==> src/rtl/vga_timing_gen.sv <==
// Raster timing generator: free-running h/v counters, registered active-area
// coordinates, and hsync/vsync/de retimed by PIPE_DLY clocks to match the pixel path.
module vga_timing_gen #(
   parameter int WIDTH    = 10,
   parameter int CNT_W    = 11,
   parameter int H_ACTIVE = 1024,
   parameter int H_FP     = 24,
   parameter int H_SYNC   = 136,
   parameter int H_BP     = 160,
   parameter int V_ACTIVE = 768,
   parameter int V_FP     = 3,
   parameter int V_SYNC   = 6,
   parameter int V_BP     = 29,
   parameter bit SYNC_POL = 1'b0,
   parameter int PIPE_DLY = 1
) (
   input  logic             clk,
   input  logic             rst_n,
   output logic [WIDTH-1:0] line_coo,
   output logic [WIDTH-1:0] ver_coo,
   output logic             coo_valid,
   output logic             frame_start,
   output logic             hsync,
   output logic             vsync,
   output logic             de
);

   localparam int H_TOTAL = H_ACTIVE + H_FP + H_SYNC + H_BP;
   localparam int V_TOTAL = V_ACTIVE + V_FP + V_SYNC + V_BP;

   localparam logic [CNT_W-1:0] H_LAST  = CNT_W'(H_TOTAL - 1);
   localparam logic [CNT_W-1:0] V_LAST  = CNT_W'(V_TOTAL - 1);
   localparam logic [CNT_W-1:0] H_ACT_C = CNT_W'(H_ACTIVE);
   localparam logic [CNT_W-1:0] V_ACT_C = CNT_W'(V_ACTIVE);
   localparam logic [CNT_W-1:0] HS_BEG  = CNT_W'(H_ACTIVE + H_FP);
   localparam logic [CNT_W-1:0] HS_END  = CNT_W'(H_ACTIVE + H_FP + H_SYNC);
   localparam logic [CNT_W-1:0] VS_BEG  = CNT_W'(V_ACTIVE + V_FP);
   localparam logic [CNT_W-1:0] VS_END  = CNT_W'(V_ACTIVE + V_FP + V_SYNC);
   localparam logic             SYNC_OFF = ~SYNC_POL;

   logic [CNT_W-1:0] h_cnt, v_cnt;
   logic [CNT_W-1:0] h_next, v_next;
   logic             valid_next, hs_act, vs_act;
   logic             hs_s0, vs_s0;

   // NOTE: every always_comb output gets a default first so no path can infer a latch.
   always_comb begin
      h_next = h_cnt + CNT_W'(1);
      v_next = v_cnt;
      if (h_cnt == H_LAST) begin
         h_next = '0;
         v_next = (v_cnt == V_LAST) ? '0 : v_cnt + CNT_W'(1);
      end
   end

   // vs_act depends only on v_cnt, so vsync can only move at a line boundary.
   assign valid_next = (h_cnt < H_ACT_C) && (v_cnt < V_ACT_C);
   assign hs_act     = (h_cnt >= HS_BEG) && (h_cnt < HS_END);
   assign vs_act     = (v_cnt >= VS_BEG) && (v_cnt < VS_END);

   // NOTE: sequential state uses non-blocking assignments so all flops sample together.
   always_ff @(posedge clk or negedge rst_n) begin
      if (!rst_n) begin
         h_cnt <= '0;
         v_cnt <= '0;
      end else begin
         h_cnt <= h_next;
         v_cnt <= v_next;
      end
   end

   always_ff @(posedge clk or negedge rst_n) begin
      if (!rst_n) begin
         line_coo    <= '0;
         ver_coo     <= '0;
         coo_valid   <= 1'b0;
         frame_start <= 1'b0;
         hs_s0       <= SYNC_OFF;
         vs_s0       <= SYNC_OFF;
      end else begin
         line_coo    <= valid_next ? h_cnt[WIDTH-1:0] : '0;
         ver_coo     <= valid_next ? v_cnt[WIDTH-1:0] : '0;
         coo_valid   <= valid_next;
         frame_start <= (h_cnt == '0) && (v_cnt == '0);
         hs_s0       <= hs_act ? SYNC_POL : SYNC_OFF;
         vs_s0       <= vs_act ? SYNC_POL : SYNC_OFF;
      end
   end

   if (PIPE_DLY == 0) begin : g_no_dly
      assign hsync = hs_s0;
      assign vsync = vs_s0;
      assign de    = coo_valid;
   end else begin : g_dly
      logic [PIPE_DLY-1:0] hs_pipe, vs_pipe, de_pipe;

      // NOTE: the delay line is reset to the inactive level so no sync pulse leaks out of reset.
      always_ff @(posedge clk or negedge rst_n) begin
         if (!rst_n) begin
            hs_pipe <= {PIPE_DLY{SYNC_OFF}};
            vs_pipe <= {PIPE_DLY{SYNC_OFF}};
            de_pipe <= '0;
         end else begin
            hs_pipe[0] <= hs_s0;
            vs_pipe[0] <= vs_s0;
            de_pipe[0] <= coo_valid;
            for (int i = 1; i < PIPE_DLY; i++) begin
               hs_pipe[i] <= hs_pipe[i-1];
               vs_pipe[i] <= vs_pipe[i-1];
               de_pipe[i] <= de_pipe[i-1];
            end
         end
      end

      assign hsync = hs_pipe[PIPE_DLY-1];
      assign vsync = vs_pipe[PIPE_DLY-1];
      assign de    = de_pipe[PIPE_DLY-1];
   end

endmodule
==> config.mk <==
export PLATFORM = sky130hd
export DESIGN_NAME = vga_timing_gen
export DESIGN_NICKNAME = d
export VERILOG_FILES = /design/src/rtl/vga_timing_gen.sv
export SDC_FILE = /design/constraint.sdc
export NUM_CORES = 1
export LEC_CHECK = 0
export CORE_UTILIZATION = 35
export CTS_CLUSTER_DIAMETER = 80
export DETAILED_ROUTE_END_ITERATION = 8
export GPL_TIMING_DRIVEN = 0
export PLACE_DENSITY_LB_ADDON = 0.12
export SETUP_SLACK_MARGIN = 0.15
export SLEW_MARGIN = 5
export SYNTH_ARGS = -nofsm -noshare
export SYNTH_HDL_FRONTEND = slang
export SYNTH_SLANG_ARGS = --single-unit
==> constraint.sdc <==
create_clock -name clk -period 2.45 [get_ports clk]
set_input_delay 0.49 -clock clk [delete_from_list [all_inputs] [get_ports clk]]
set_output_delay 0.49 -clock clk [all_outputs]
set_load 0.01 [all_outputs]
==> impl_metrics.py, run 1 <==
metrics = {
    "worst_setup_path": {
        "startpoint_type": "flip-flop",
        "crit_end": "v_cnt[6]",
        "worstPathMaxFanout": 10,
        "r2r_slack_ps": 430,
        "critPathCaptureType": "flip-flop",
        "r2r-end": "v_cnt[6]",
        "critical_path_required_ps": 2630,
        "crit_type": "reg2reg",
        "ff2ff_path_depth": 6,
        "crit_start": "h_cnt[7]",
        "arrival_ps": 2210,
        "r2r-start": "h_cnt[7]",
    },
    "power": {
        "seq_power_share_pct": 57.1,
        "power_switching_uw": 270,
        "ir_drop_v": 0.000264,
        "leakage_nw": 1.11,
        "intPower_mw": 1.14,
        "p_sw_share_pct": 19.1,
        "p_per_area_mw_per_mm2": 533,
        "p_comb_share_pct": 1.4,
        "clockPowerShare_pct": 41.5,
        "total_power_mw": 1.41,
    },
    "place": {
        "post-place-ws_ps": 384,
        "port_buffers": 26,
        "dp.cells": 302,
        "dpl_cell_area_mm2": 0.00254,
        "gp_congestion": 0.775,
        "dpl.hpwl_um": 3020,
    },
    "cells_and_area": {
        "multi_input_area_um2": 833,
        "fillers": 599,
        "area_growth_pct": 22.4,
        "nets": 241,
        "finalNonFillerCells": 310,
        "fin_area_mm2": 0.00265,
        "seq_area_mm2": 0.00123,
        "layout-drive-gt1-share_pct": 11.1,
        "antennaDiodeCount": 0,
    },
    "status": {
        "outcome": "finished clean",
    },
    "sta": {
        "setup_tns_ps": 0,
        "hold_viol_final": 0,
        "rsz0062_at_grt": "no",
        "tightest_slew_ps": 699,
        "slew_headroom_pct": 53.1,
        "drv_slew": 0,
        "fin_crit_sh_pct": 82.6,
        "worst_slack_ps": 426,
        "max_freq_ghz": 0.494,
        "finalClockSkew_ps": 4.74,
        "finalSetupViolations": 0,
        "period_needed_ps": 2020,
    },
    "global_route": {
        "overflow": 0,
        "grt_max_degree": 35,
        "grt_pass1_wl_um": 7400,
        "grtUsageTotal_pct": 15.1,
        "grt_pass1_vias": 1494,
        "antenna_found_initial": 0,
    },
    "clocking": {
        "ctsResizeCount": 0,
        "clock_sinks": 49,
        "max-clock-path-buffers": 2,
        "cts_made_buffers": 5,
        "cts_max_level": 2,
        "clockRootBuffer": "clkbuf_8",
        "post_cts_buffers": 0,
        "worstSkewPairLatency_ps": 290,
        "postCtsHoldBufs": 0,
        "cts_tree": "built",
        "clk_pin_slew_worst_paths_ps": 80,
    },
    "die": {
        "rows": 28,
        "die_h_um": 80.7,
        "die_w_um": 80.7,
        "initial_core_util_pct": 36.4,
        "core_area_mm2": 0.00596,
        "fp.dieArea_mm2": 0.00651,
        "ios": 27,
    },
    "min_path": {
        "min_path_type": "in2async",
    },
    "yosys": {
        "synth.area.top_cells": "dfrtp_1 (52%), and2_1 (4.9%), dfstp_2 (4.8%), nand3_1 (3.2%), ha_1 (2.9%)",
        "synth_edf_count": 0,
        "yosys_register_bits": 49,
        "yosys.area.top_type": "dfrtp_1",
        "async_flop_share_pct": 100,
        "yosys.area.top_type_share_pct": 51.9,
        "yosysSeqAreaShare_pct": 56.8,
        "syn_area_per_cell_um2": 10.8,
        "yosys.cell_count.top_type": "dfrtp_1",
        "synthFlopType": "dfrtp_1",
        "synth_cells": 200,
        "yosysWarnings": 0,
        "syn_area_mm2": 0.00217,
        "ys_top_cells_by_count": "dfrtp_1 (45), and2_1 (17), nand2_1 (14), nand3_1 (14), nor2_1 (10)",
        "synth.net_count": 207,
        "synth.distinct_cells": 42,
    },
    "route": {
        "drt_iter0_markers": 135,
        "finalWirelength_um": 4330,
        "via_per_inst": 5.01,
        "drc": 0,
        "vias": 1553,
        "detail_route.wl_per_cell_um": 14.0,
        "first_pass_iters": 4,
        "ant_nets": 0,
    },
    "flow_run": {
        "max_cap_viol_count": 0,
    },
}
[cell type report]
class                           instances  share of cell area, %
Inverter                                7                  0.990
Buffer                                 12                   2.92
Clock buffer                            7                   3.25
Clock inverter                          1                   1.13
Tap cell                               75                   3.54
Sequential cell                        49                   46.4
Multi-Input combinational cell        132                   31.4
Timing Repair Buffer                   27                   10.4
[how the worst min path moves through the flow]
stage	from	to	slack [ps]	cells past startpoint
3_5_place_dp	vs_s0	vsync	350	0
2_1_floorplan	rst_n	coo_valid	190	0
5_1_grt	rst_n	line_coo[0]	130	1
4_1_cts	rst_n	line_coo[1]	120	1
6_report	rst_n	frame_start	100	1
3_3_place_gp	hs_s0	hsync	350	0
[metal layers]
metal | GRT usage [%] | vias up | routed length, um
li1 | - | 770 | -
met3 | 3.07 | 4 | 158
met5 | 0 | - | 0
met2 | 23.2 | 34 | 1940
met4 | 4.82 | 0 | 46
met1 | 21.2 | 745 | 2190
[worst max-delay path, cell delays in order (launching register included)]
cell and delay [ps]:
dfrtp_1 370, clkbuf_1 190, nor3_1 400, nand4_1 190, buf_4 210, nor3_1 210
mux2_2 350
[stage by stage]
step           util [%]  hold slack, ps
5_1_grt            44.6             130
3_3_place_gp       42.4             346
3_5_place_dp       42.6             350
6_report           44.6             103
2_1_floorplan         -             194
4_1_cts            44.6             116
[cell usage in the layout (no fill, tap or decap), types with 2 or more instances in the layout]
cell type / synthesis / layout
or3_1: 2 / 2
nand2_1: 14 / 14
nand3_1: 14 / 14
a21oi_1: 7 / 7
ha_1: 5 / 5
inv_1: 7 / 7
dfrtp_1: 45 / 45
nand4_1: 7 / 7
nor4_1: 9 / 9
nor3_1: 8 / 8
clkdlybuf4s50_1: 0 / 25
xor2_1: 5 / 5
or4_4: 2 / 2
dfstp_2: 4 / 4
clkbuf_1: 7 / 8
clkbuf_8: 2 / 8
and4_1: 2 / 2
o21ai_0: 7 / 7
or4_1: 2 / 2
nor2_1: 10 / 10
and2_1: 17 / 17
mux2_2: 2 / 2
nand2b_1: 2 / 2
[sequential cells by signal (all words and copies together), names as in the netlist]
| register | count |
|---|---|
| hs_s0 | 1 |
| hsync | 1 |
| v_cnt | 11 |
| ver_coo | 10 |
| h_cnt | 11 |
| vsync | 1 |
| frame_start | 1 |
| de | 1 |
| line_coo | 10 |
| vs_s0 | 1 |
| coo_valid | 1 |
[kinds of logic (layout without fill, tap and decap cells)]
group | Yosys count | after routing | synth area share, %
mux | 3 | 3 | 1.50
buf+inv | 19 | 54 | 4.79
xor+xnor | 6 | 6 | 2.42
fa+ha+maj | 5 | 5 | 2.89
simple gates | 95 | 95 | 25.2
flops | 49 | 49 | 56.8
compound gates | 23 | 23 | 6.46
[power groups by stage]
stage          clock network (mW)   logic [mW]  registers [mW]
2_1_floorplan                   0  0.000000309           0.824
3_3_place_gp                    0       0.0181           0.824
3_5_place_dp                    0       0.0214           0.824
4_1_cts                     0.611       0.0213           0.808
5_1_grt                     0.644       0.0237           0.809
6_report                    0.587       0.0193           0.808
(Power assumes the default switching activity.)
==> run 2: changes to the inputs <==
==> constraint.sdc (replaced) <==
create_clock -name clk -period 1.7 [get_ports clk]
set_input_delay 0.34 -clock clk [delete_from_list [all_inputs] [get_ports clk]]
set_output_delay 0.34 -clock clk [all_outputs]
set_load 0.01 [all_outputs]
==> impl_metrics.py, run 2 (synthesis gave the netlist of run 1 again) <==
metrics = {
    "die": {
        "die_h_um": 80.7,
        "die_w_um": 80.7,
        "core_area_mm2": 0.00596,
        "initial_core_util_pct": 36.4,
        "fp.dieArea_mm2": 0.00651,
        "rows": 28,
        "ios": 27,
    },
    "cells_and_area": {
        "area_growth_pct": 39.5,
        "multi_input_area_um2": 970,
        "final_common_cell": "dfrtp_1",
        "antennaDiodeCount": 0,
        "fin_area_mm2": 0.00303,
        "nets": 265,
        "layout-drive-gt1-share_pct": 29.7,
        "finalNonFillerCells": 334,
        "final_cell_mix": "dfrtp_1 (43), buf_4 (18), clkdlybuf4s50_1 (17)",
        "seq_area_mm2": 0.00123,
        "top_regs": "h_cnt x11, v_cnt x11",
        "fillers": 566,
    },
    "sta": {
        "tightest_slew_ps": 459,
        "fin_crit_sh_pct": 105,
        "timing.hold.ws_ps": 358,
        "slew_headroom_pct": 69.4,
        "worst_slack_ps": -82.5,
        "finalSetupViolations": 4,
        "period_needed_ps": 1780,
        "finalClockSkew_ps": 11.9,
        "drv_slew": 0,
        "rsz0062_at_grt": "yes",
        "max_freq_ghz": 0.561,
        "hold_viol_final": 0,
    },
    "flow_run": {
        "max_cap_viol_count": 0,
    },
    "worst_setup_path": {
        "worstPathMaxFanout": 4,
        "arrival_ps": 1980,
        "critPathCaptureType": "flip-flop",
        "crit_type": "reg2reg",
        "crit_start": "v_cnt[10]",
        "r2r-end": "v_cnt[3]",
        "ff2ff_path_depth": 4,
        "startpoint_type": "flip-flop",
        "r2r-start": "v_cnt[10]",
        "r2r_slack_ps": -80,
        "critical_path_required_ps": 1900,
    },
    "route": {
        "via_per_inst": 4.93,
        "ant_nets": 0,
        "drc": 0,
        "vias": 1648,
        "detail_route.wl_per_cell_um": 14.3,
        "first_pass_iters": 4,
        "finalWirelength_um": 4770,
        "drt_iter0_markers": 75,
    },
    "clocking": {
        "cts_made_buffers": 5,
        "cts_tree": "built",
        "cts_max_level": 2,
        "worstSkewPairLatency_ps": 310,
        "clk_pin_slew_worst_paths_ps": 90,
        "max-clock-path-buffers": 2,
        "clockRootBuffer": "clkbuf_8",
        "clock_sinks": 49,
    },
    "min_path": {
        "min_path_type": "reg2reg",
        "whs_endpoint": "hsync",
        "whs_path_depth": 0,
        "hp-start": "hs_s0",
    },
    "global_route": {
        "grt_pass1_vias": 1605,
        "antenna_found_initial": 0,
        "grt_pass1_wl_um": 7850,
        "grtUsageTotal_pct": 16.4,
        "grt_max_degree": 34,
        "overflow": 0,
    },
    "power": {
        "leakage_nw": 1.36,
        "p_per_area_mw_per_mm2": 669,
        "ir_drop_v": 0.000337,
        "total_power_mw": 2.02,
    },
    "place": {
        "post-place-ws_ps": -263,
        "dpl_cell_area_mm2": 0.00256,
        "dpl.hpwl_um": 3030,
        "dp.cells": 302,
        "gp_congestion": 0.787,
        "port_buffers": 26,
    },
    "status": {
        "violations": "negative setup slack",
        "outcome": "finished, violations left",
    },
}
-- run 2: worst max-delay path by stage --
stage | endpoint | slack [ps]
2_1_floorplan | v_cnt[3] | -20
3_3_place_gp | h_cnt[0] | -1150
3_5_place_dp | ver_coo[7] | -260
4_1_cts | v_cnt[3] | -80
5_1_grt | v_cnt[5] | -110
6_report | v_cnt[3] | -80
-- run 2: what timing repair did --
item | 4_1_cts | 5_1_grt
endpoints found under the setup margin | 30 | 32
pin swaps | 11 | 11
hold buffers | 1 | 0
setup buffers | 15 | 8
cloned | 0 | 0
gates resized for setup | 31 | 27
endpoints found under the hold margin | 14 | 0
-- run 2: stage by stage --
step / setup TNS [ps] / util (%)
2_1_floorplan: -72.1 / -
3_3_place_gp: -57760 / 42.7
3_5_place_dp: -3910 / 43.0
4_1_cts: -176 / 48.3
5_1_grt: -501 / 50.8
6_report: -226 / 50.8
-- run 2: report_power, final --
group,total [mW],internal [mW],switching [mW],leakage (nW)
combinational,0.0294,0.00696,0.0225,0.675
sequential,1.16,1.16,0,0.633
clock,0.830,0.437,0.393,0.0552
total,2.02,1.61,0.416,1.36
-- run 2: critical path, cell delays in order, from the launching register on --
cell	delay, ps
dfrtp_1	400
or4_4	580
or4_4	480
a21oi_2	140
mux2i_1	70
-- run 2: area by class of cell --
| type | count | area share (%) |
|---|---|---|
| Timing Repair Buffer | 51 | 16.4 |
| Sequential cell | 49 | 40.8 |
| Clock inverter | 2 | 1.16 |
| Buffer | 12 | 3.23 |
| Clock buffer | 6 | 2.40 |
| Tap cell | 75 | 3.10 |
| Multi-Input combinational cell | 132 | 32.1 |
| Inverter | 7 | 0.868 |
-- run 2: metal layers --
metal  vias to the layer above  track usage, %  wire length (um)
li1                        814               -                 -
met1                       794            22.9              2380
met2                        33            24.4              2160
met3                         7            3.86               164
met4                         0            6.25                66
met5                         -               0                 0
==> run 3: changes to the inputs <==
--- a/config.mk
+++ b/config.mk
@@ -5,9 +5,11 @@
 export SDC_FILE = /design/constraint.sdc
 export NUM_CORES = 1
 export LEC_CHECK = 0
+export CORE_ASPECT_RATIO = 2
 export CORE_UTILIZATION = 35
 export CTS_CLUSTER_DIAMETER = 80
 export DETAILED_ROUTE_END_ITERATION = 8
+export GPL_ROUTABILITY_DRIVEN = 0
 export GPL_TIMING_DRIVEN = 0
 export PLACE_DENSITY_LB_ADDON = 0.12
 export SETUP_SLACK_MARGIN = 0.15
==> impl_metrics.py, run 3 (synthesis gave the netlist of run 1 again) <==
metrics = {
    "die": {
        "die_w_um": 57.7,
        "rows": 40,
        "initial_core_util_pct": 36.1,
        "fp.dieArea_mm2": 0.00653,
        "ios": 27,
        "die_h_um": 113,
        "core_area_mm2": 0.00601,
    },
    "worst_setup_path": {
        "path_common_cell": "or4_4",
        "crit_start": "v_cnt[10]",
        "r2r_slack_ps": -90,
        "worstPathMaxFanout": 4,
        "ff2ff_path_depth": 4,
        "r2r-start": "v_cnt[10]",
        "critical_path_required_ps": 1880,
        "r2r-end": "v_cnt[3]",
        "max_stage_delay_ps": 570,
        "crit_end": "v_cnt[3]",
        "critPathCaptureType": "flip-flop",
        "arrival_ps": 1970,
        "crit_chain": "or4_4, or4_4, a21oi_2, mux2i_1",
        "cp_slowest_cell": "or4_4",
        "startpoint_type": "flip-flop",
        "crit_type": "reg2reg",
    },
    "sta": {
        "tightest_slew_ps": 472,
        "finalSetupViolations": 6,
        "rsz0062_at_grt": "yes",
        "worst_slack_ps": -86.2,
        "fin_crit_sh_pct": 105,
        "timing.hold.ws_ps": 356,
        "finalClockSkew_ps": 6.92,
        "period_needed_ps": 1790,
        "hold_viol_final": 0,
        "drv_slew": 0,
        "slew_headroom_pct": 68.3,
        "max_freq_ghz": 0.560,
    },
    "cells_and_area": {
        "multi_input_area_um2": 936,
        "seq_area_mm2": 0.00124,
        "layout-drive-gt1-share_pct": 29.6,
        "fillers": 560,
        "area_growth_pct": 41.0,
        "final_cell_mix": "dfrtp_1 (41), clkdlybuf4s50_1 (23), buf_4 (20)",
        "final_common_cell": "dfrtp_1",
        "antennaDiodeCount": 0,
        "finish.utilization_pct": 50.9,
        "top_regs": "h_cnt x11, v_cnt x11",
        "nets": 266,
    },
    "global_route": {
        "grt_pass1_wl_um": 8420,
        "grt_max_degree": 38,
        "grtUsageTotal_pct": 17.6,
        "grt_pass1_vias": 1724,
        "antenna_found_initial": 0,
        "overflow": 0,
    },
    "clocking": {
        "worstSkewPairLatency_ps": 290,
        "clock_sinks": 49,
        "clockRootBuffer": "clkbuf_16",
        "cts_tree": "built",
        "cts_max_level": 2,
        "cts_made_buffers": 5,
        "clk_pin_slew_worst_paths_ps": 70,
        "max-clock-path-buffers": 2,
    },
    "place": {
        "dpl.hpwl_um": 3570,
        "port_buffers": 26,
    },
    "power": {
        "ir_drop_v": 0.000729,
        "leakage_nw": 1.29,
        "p_per_area_mw_per_mm2": 771,
    },
    "flow_run": {
        "max_cap_viol_count": 0,
    },
    "route": {
        "finalWirelength_um": 5290,
        "ant_nets": 0,
        "first_pass_iters": 8,
        "vias": 1722,
        "detail_route.wl_per_cell_um": 16.4,
        "drt_iter0_markers": 32,
        "via_per_inst": 5.33,
        "drc": 2,
    },
    "min_path": {
        "min_path_type": "reg2reg",
    },
    "status": {
        "violations": "design-rule violations, negative setup slack",
        "outcome": "finished, violations left",
    },
}
==> run 3: cell types whose count changed in the layout (fill, tap and decap cells not counted), moves of 3 or more <==
cell	previous run	this run
clkbuf_16	0	6
clkdlybuf4s50_1	17	23
dlymetal6s2s_1	6	0
buf_6	7	4
==> run 3: final cells by class <==
class,instances,share of cell area [%]
Clock buffer,7,4.66
Inverter,7,0.859
Sequential cell,49,40.4
Tap cell,63,2.58
Buffer,12,4.05
Multi-Input combinational cell,132,30.6
Clock inverter,1,0.982
Timing Repair Buffer,52,15.8
==> run 3: routing by layer <==
| layer | part of all wire [%] | track usage, % |
|---|---|---|
| met5 | 0 | 0 |
| met4 | 3.0 | 8.41 |
| met3 | 2.4 | 3.66 |
| met2 | 61 | 34.4 |
| met1 | 34 | 16.5 |
==> run 3: timing repair <==
item / in CTS / in global routing
hold buffers: 1 / 0
setup endpoints to repair: 32 / 24
cloned: 1 / 0
pin swaps: 6 / 5
hold endpoints to repair: 12 / 0
gates resized for setup: 34 / 14
setup buffers: 16 / 7
==> run 3: report_power, final <==
| part | switching (mW) | leakage, nW | total [mW] | internal (mW) |
|---|---|---|---|---|
| clock | 0.427 | 0.0841 | 1.16 | 0.735 |
| sequential | 0 | 0.630 | 1.17 | 1.17 |
| combinational | 0.0230 | 0.580 | 0.0300 | 0.00699 |
| total | 0.450 | 1.29 | 2.36 | 1.91 |
==> run 3: critical path: cells and delay by family (launching register included) <==
family,cells,cell delay [ps]
compound gates,1,140
flops,1,410
mux,1,70
simple gates,2,1060
==> run 3: how the worst min path moves through the flow <==
stage | endpoint | start | cells past startpoint | slack (ps)
6_report | vsync | vs_s0 | 0 | 360
3_3_place_gp | hsync | hs_s0 | 0 | 350
5_1_grt | hsync | hs_s0 | 0 | 370
2_1_floorplan | coo_valid | rst_n | 0 | 40
3_5_place_dp | de | rst_n | 1 | 250
4_1_cts | vsync | vs_s0 | 0 | 360
==> run 3: through the flow <==
stage | total power, mW | cells | setup WS [ps] | TNS, ps | area, um2
6_report | 2.36 | 323 | -86.2 | -346 | 3060
3_3_place_gp | 1.21 | 289 | -1170 | -58670 | 2530
5_1_grt | 2.43 | 323 | -138 | -722 | 3060
2_1_floorplan | 1.19 | 200 | -22.1 | -72.1 | 2190
3_5_place_dp | 1.22 | 290 | -318 | -3960 | 2540
4_1_cts | 2.37 | 316 | -99.2 | -372 | 2960
